File: src/rtl/lpc_fixed_decoder.sv
// lpc_fixed_decoder
//   Rebuilds PCM samples from fixed-predictor (order 0..4) LPC residuals.
//   Each output feeds back into the next prediction, so the whole
//   predict + add + history update happens in one cycle behind a registered
//   output.
//
// Ports:
//   iClock      : clock, rising edge
//   iReset_n    : synchronous active-low reset
//   iEnable     : iResidual valid and consumed this cycle
//   iFrameStart : (with iEnable) first word of a new subframe
//   iOrder      : predictor order, latched on frame start (5..7 -> 4)
//   iResidual   : residual word, or raw sample during warmup
//   oSample     : reconstructed sample (holds when iEnable=0)
//   oValid      : registered iEnable
//   oWarmup     : oSample is a verbatim warmup sample
module lpc_fixed_decoder #(
  parameter int SAMPLE_W = 16,
  parameter int ACC_W    = SAMPLE_W + 5
) (
  input  logic                iClock,
  input  logic                iReset_n,
  input  logic                iEnable,
  input  logic                iFrameStart,
  input  logic [2:0]          iOrder,
  input  logic [SAMPLE_W-1:0] iResidual,
  output logic [SAMPLE_W-1:0] oSample,
  output logic                oValid,
  output logic                oWarmup
);

  typedef enum logic [2:0] {
    ORD0 = 3'd0,
    ORD1 = 3'd1,
    ORD2 = 3'd2,
    ORD3 = 3'd3,
    ORD4 = 3'd4
  } order_t;

  typedef logic signed [ACC_W-1:0] acc_t;

  order_t              ord_q;
  logic [2:0]          warm_cnt_q;
  logic [SAMPLE_W-1:0] s1_q, s2_q, s3_q, s4_q;

  order_t              ord_eff;
  logic [2:0]          warm_cnt_eff;
  logic                is_warm;
  acc_t                a1, a2, a3, a4, ar;
  acc_t                pred;
  logic [SAMPLE_W-1:0] x_new;

  function automatic acc_t sx(input logic [SAMPLE_W-1:0] v);
    return acc_t'($signed(v));
  endfunction

  function automatic order_t clamp_order(input logic [2:0] o);
    return (o > 3'd4) ? ORD4 : order_t'(o);
  endfunction

  // A frame-start word uses the new order immediately, so both the order and
  // the warmup count are muxed ahead of the datapath rather than taken from
  // the registers.
  always_comb begin
    ord_eff      = ord_q;
    warm_cnt_eff = warm_cnt_q;
    if (iFrameStart) begin
      ord_eff      = clamp_order(iOrder);
      warm_cnt_eff = clamp_order(iOrder);
    end
    is_warm = (warm_cnt_eff != 3'd0);
  end

  // Fixed predictors with constant multiplies as shift-adds.
  always_comb begin
    a1   = sx(s1_q);
    a2   = sx(s2_q);
    a3   = sx(s3_q);
    a4   = sx(s4_q);
    ar   = sx(iResidual);
    pred = '0;
    unique case (ord_eff)
      ORD1:    pred = a1;
      ORD2:    pred = (a1 <<< 1) - a2;
      ORD3:    pred = ((a1 <<< 1) + a1) - ((a2 <<< 1) + a2) + a3;
      ORD4:    pred = (a1 <<< 2) - ((a2 <<< 2) + (a2 <<< 1)) + (a3 <<< 2) - a4;
      default: pred = '0;
    endcase
    // Truncation gives two's-complement wrap; the wrapped value is also what
    // enters the history, matching the encoder's arithmetic modulo 2^SAMPLE_W.
    x_new = is_warm ? iResidual : SAMPLE_W'(pred + ar);
  end

  always_ff @(posedge iClock) begin
    if (!iReset_n) begin
      ord_q      <= ORD0;
      warm_cnt_q <= '0;
      s1_q       <= '0;
      s2_q       <= '0;
      s3_q       <= '0;
      s4_q       <= '0;
      oSample    <= '0;
      oValid     <= 1'b0;
      oWarmup    <= 1'b0;
    end else begin
      oValid <= iEnable;
      if (iEnable) begin
        ord_q      <= ord_eff;
        warm_cnt_q <= is_warm ? warm_cnt_eff - 3'd1 : 3'd0;
        s4_q       <= s3_q;
        s3_q       <= s2_q;
        s2_q       <= s1_q;
        s1_q       <= x_new;
        oSample    <= x_new;
        oWarmup    <= is_warm;
      end
    end
  end

endmodule

File: config.mk
export PLATFORM = sky130hd
export DESIGN_NAME = lpc_fixed_decoder
export DESIGN_NICKNAME = d
export VERILOG_FILES = /design/src/rtl/lpc_fixed_decoder.sv
export SDC_FILE = /design/constraint.sdc
export NUM_CORES = 1
export LEC_CHECK = 0
export BUFFER_PORTS_ARGS = -buffer_cell sky130_fd_sc_hd__buf_2
export CAP_MARGIN = 20
export CORE_ASPECT_RATIO = 2
export CORE_MARGIN = 4
export CORE_UTILIZATION = 25
export CTS_CLUSTER_DIAMETER = 60
export DETAILED_ROUTE_END_ITERATION = 8
export GPL_TIMING_DRIVEN = 0
export SLEW_MARGIN = 10
export SYNTH_ARGS = -nofsm -noshare
export SYNTH_HDL_FRONTEND = slang
export SYNTH_SLANG_ARGS = --single-unit
File: constraint.sdc
create_clock -name iClock -period 8.3 [get_ports iClock]
set_input_delay 1.66 -clock iClock [delete_from_list [all_inputs] [get_ports iClock]]
set_output_delay 1.66 -clock iClock [all_outputs]
set_load 0.01 [all_outputs]
==> flow_summary.ini <==
[critical_path]
reg2reg_slack_ns = 1.41
cp.required_ns = 8.54
cp-start-kind = flop
r2r-start = s2_q[0]$_SDFFE_PN0P_
startpoint = s2_q[0]$_SDFFE_PN0P_
worstSetupPathType = flop to flop
end_kind = flop
cp_max_fo = 10
cp.arrival_ns = 7.13

[grt]
grt_first_pass_wirelength_um = 37700
antenna_found_initial = 0
grt-ovfl-total = 0
grt_pass1_vias = 6957
grt_use_total = 0.141
grt_max_degree = 12

[place]
hpwl_um = 20500
gp_congestion = 0.912
portBuffers = 38
place_area_mm2 = 0.00891

[route]
via_count = 6659
firstDrtPassIters = 6
drc = 0
drtIter0Drc = 296
drt_wl_total_um = 24700
vias_per_cell = 4.70
highest_layer = met4
dr_wl_met2_um = 14700
final_antenna_net_count = 0
wl_met1_um = 7340
wl_per_cell_um = 17.5
wl_met3_um = 638

[cells_and_area]
final_util = 0.286
syn_to_final_growth_pct = 12.7
drive_gt1_frac = 0.0667
final_nets = 1157
final_cell_area_mm2 = 0.00922
diodes = 0

[clock_network]
root_buffer = clkbuf_16
clockBufferDepth = 2
clkSinkCount = 72
clkLatencyLatePin_ns = 0.36
tritoncts = yes
cts_setup_buffers = 0
h-tree-depth = 3
clk_pin_slew_ns = 0.06
ctsHoldBuffers = 0
cts_resized = 0
cts_buffers = 9

[pwr]
cellLeakagePower_nw = 4.23
clockPowerShare = 0.150
switching_share = 0.486
pwr_density_cell_mw_per_mm2 = 299
p_int_mw = 1.41
power_frac_comb = 0.693
net-switching-power_mw = 1.34
ir_drop_mv = 0.125
seqPwrFrac = 0.157

[logic_synthesis]
synth_warnings = 0
synth_flop_cell = dfxtp_1
syn_nets = 1107
ys_ff_latch = 72
syn-cell-area_mm2 = 0.00818
yosysSeqAreaShare = 0.176
async_flop_share = 0
yosysUniqueCellTypes = 57
avgSynthCellArea_um2 = 8.75
synth_cells = 935
synth_edf_count = 0

[floorplanning]
io_pins = 41
start_util = 0.254
num_rows = 93
die_h_um = 264
core_mm2 = 0.0322
dieArea_mm2 = 0.0359
die_x_um = 136

[timing]
setup_viol = 0
final_hold_viol_count = 0
finalCritPeriodShare = 0.830
relSlewSlack = 0.262
whs_ns = 0.484
rsz0062_at_grt = no
fin_crit_ns = 6.89
finalSetupTns_ns = 0
max_freq_mhz = 145
fin_worst_skew_ns = 0.00521
tightest_slew_ns = 1.11
slew_viol_final = 0

[outcome]
status = complete, no violations

[run]
maxCapViolations = 0

[hold_path]
hp-start = oWarmup$_SDFFE_PN0P_
worstHoldPathType = flop to flop
cells in the mapped netlist, types with 2 or more instances:
library cell | number | area (um2)
inv_1 | 186 | 698
fa_1 | 83 | 1660
dfxtp_1 | 72 | 1440
ha_1 | 66 | 826
mux2i_1 | 66 | 661
nor2b_1 | 64 | 400
a21oi_1 | 54 | 270
xnor2_1 | 40 | 350
nand2_1 | 39 | 146
o21ai_0 | 39 | 195
nor2_1 | 28 | 105
xor2_1 | 20 | 175
clkbuf_1 | 19 | 71.3
a21o_1 | 18 | 135
nor3_1 | 14 | 70.1
a22oi_1 | 12 | 90.1
o211a_1 | 10 | 100
o21a_1 | 9 | 67.6
nand3_1 | 8 | 40.0
nand2b_1 | 7 | 43.8
a211o_1 | 5 | 43.8
a211oi_1 | 5 | 37.5
buf_1 | 5 | 18.8
o211ai_1 | 5 | 37.5
or3_1 | 5 | 31.3
a221o_1 | 4 | 40.0
and3_1 | 4 | 25.0
o21bai_1 | 4 | 30.0
a221oi_1 | 3 | 26.3
a31oi_1 | 3 | 18.8
and2_1 | 3 | 18.8
nand3b_1 | 3 | 22.5
o31ai_1 | 3 | 22.5
a211oi_2 | 2 | 25.0
nor2_2 | 2 | 12.5
o2111ai_1 | 2 | 17.5
o41ai_1 | 2 | 17.5
or2_2 | 2 | 12.5
layout by cell type (no fill, tap or decap), drive strengths merged, types with 4 or more instances in the layout:
master	synthesis	layout
o21ai	39	39
a211o	5	5
fa	83	83
buf	6	45
clkbuf	19	31
o21a	9	9
a22oi	12	12
xnor2	40	40
mux2i	66	66
a211oi	7	7
a21oi	55	55
o211a	10	10
nor2	30	30
xor2	21	21
nand2b	7	7
nor2b	64	64
and3	4	4
a221o	4	4
a21o	19	19
or3	5	5
nand3	8	8
nor3	14	14
o211ai	5	5
dfxtp	72	72
ha	66	66
nand2	39	39
inv	186	186
o21bai	4	4
path summary, 6_finish.rpt:
| path | end | depth (start not counted) |
|---|---|---|
| setup / recovery | s1_q[15]$_SDFFE_PN0P_ | 25 |
| hold / removal | oWarmup$_SDFFE_PN0P_ | 1 |
| setup reg to reg | s1_q[15]$_SDFFE_PN0P_ | 25 |
| hold reg to reg | oWarmup$_SDFFE_PN0P_ | 1 |
power groups by stage:
stage          Combinational (mW)  Clock, mW  Sequential [mW]
3_5_place_dp                 1.89          0            0.443
3_3_place_gp                 1.87          0            0.442
6_report                     1.91      0.412            0.433
5_1_grt                      2.10      0.434            0.439
2_1_floorplan                1.39          0            0.419
4_1_cts                      1.90      0.429            0.435
cells by family (layout without fill, tap and decap cells):
kind of cell	after synthesis	in the layout	share of synthesized area
xor gates and xnor gates	61	61	0.0662
buffers and inverters	211	265	0.0970
and+or+nand+nor	184	184	0.118
AOI/OAI and AO/OA	192	192	0.158
adders and majority gates	149	149	0.304
DFF	72	72	0.176
muxes	66	66	0.0807
critical path, cell delays in order (launching register included):
cell and delay, ns:
dfxtp_1 0.62, inv_1 0.16, ha_1 0.32, inv_1 0.05, fa_1 0.47, inv_1 0.05
fa_1 0.48, inv_1 0.04, ha_1 0.21, fa_1 0.51, a211oi_1 0.31, o21ai_0 0.27
a21o_1 0.25, a21oi_1 0.17, xor2_1 0.24, a21oi_1 0.13, a22oi_1 0.15, o21ai_0 0.21
ha_1 0.28, or3_1 0.39, or3_1 0.39, a31oi_1 0.26, o21ai_0 0.21, and2_1 0.22
a311oi_1 0.33, a211oi_2 0.06
layout make-up:
type,count,area (um2)
inverters,186,698
multi-input cells,652,5950
well taps,427,534
clock buffers,12,267
flip-flops and latches,72,1440
repair buffers,39,195
fillers,3469,23000
plain buffers,25,95.1
clock inverters,3,40.0
flip-flops by register name, indices dropped and copies added, names as in the netlist:
| register | count |
|---|---|
| oValid | 1 |
| oWarmup | 1 |
| ord_q | 3 |
| s1_q | 16 |
| s2_q | 16 |
| s3_q | 16 |
| s4_q | 16 |
| warm_cnt_q | 3 |
metrics by stage:
step	setup slack [ns]	cells	power [mW]
after floorplan	2.54	935	1.81
after global placement	1.53	1400	2.31
after detailed placement	1.49	1401	2.33
after CTS	1.45	1416	2.77
after global routing	0.998	1416	2.97
final	1.41	1416	2.75
per-layer routing:
layer | track usage | up-vias
li1 | - | 3170
met1 | 0.114 | 3255
met2 | 0.290 | 149
met3 | 0.0189 | 85
met4 | 0.103 | 0
met5 | 0 | -
(Power assumes the default switching activity.)
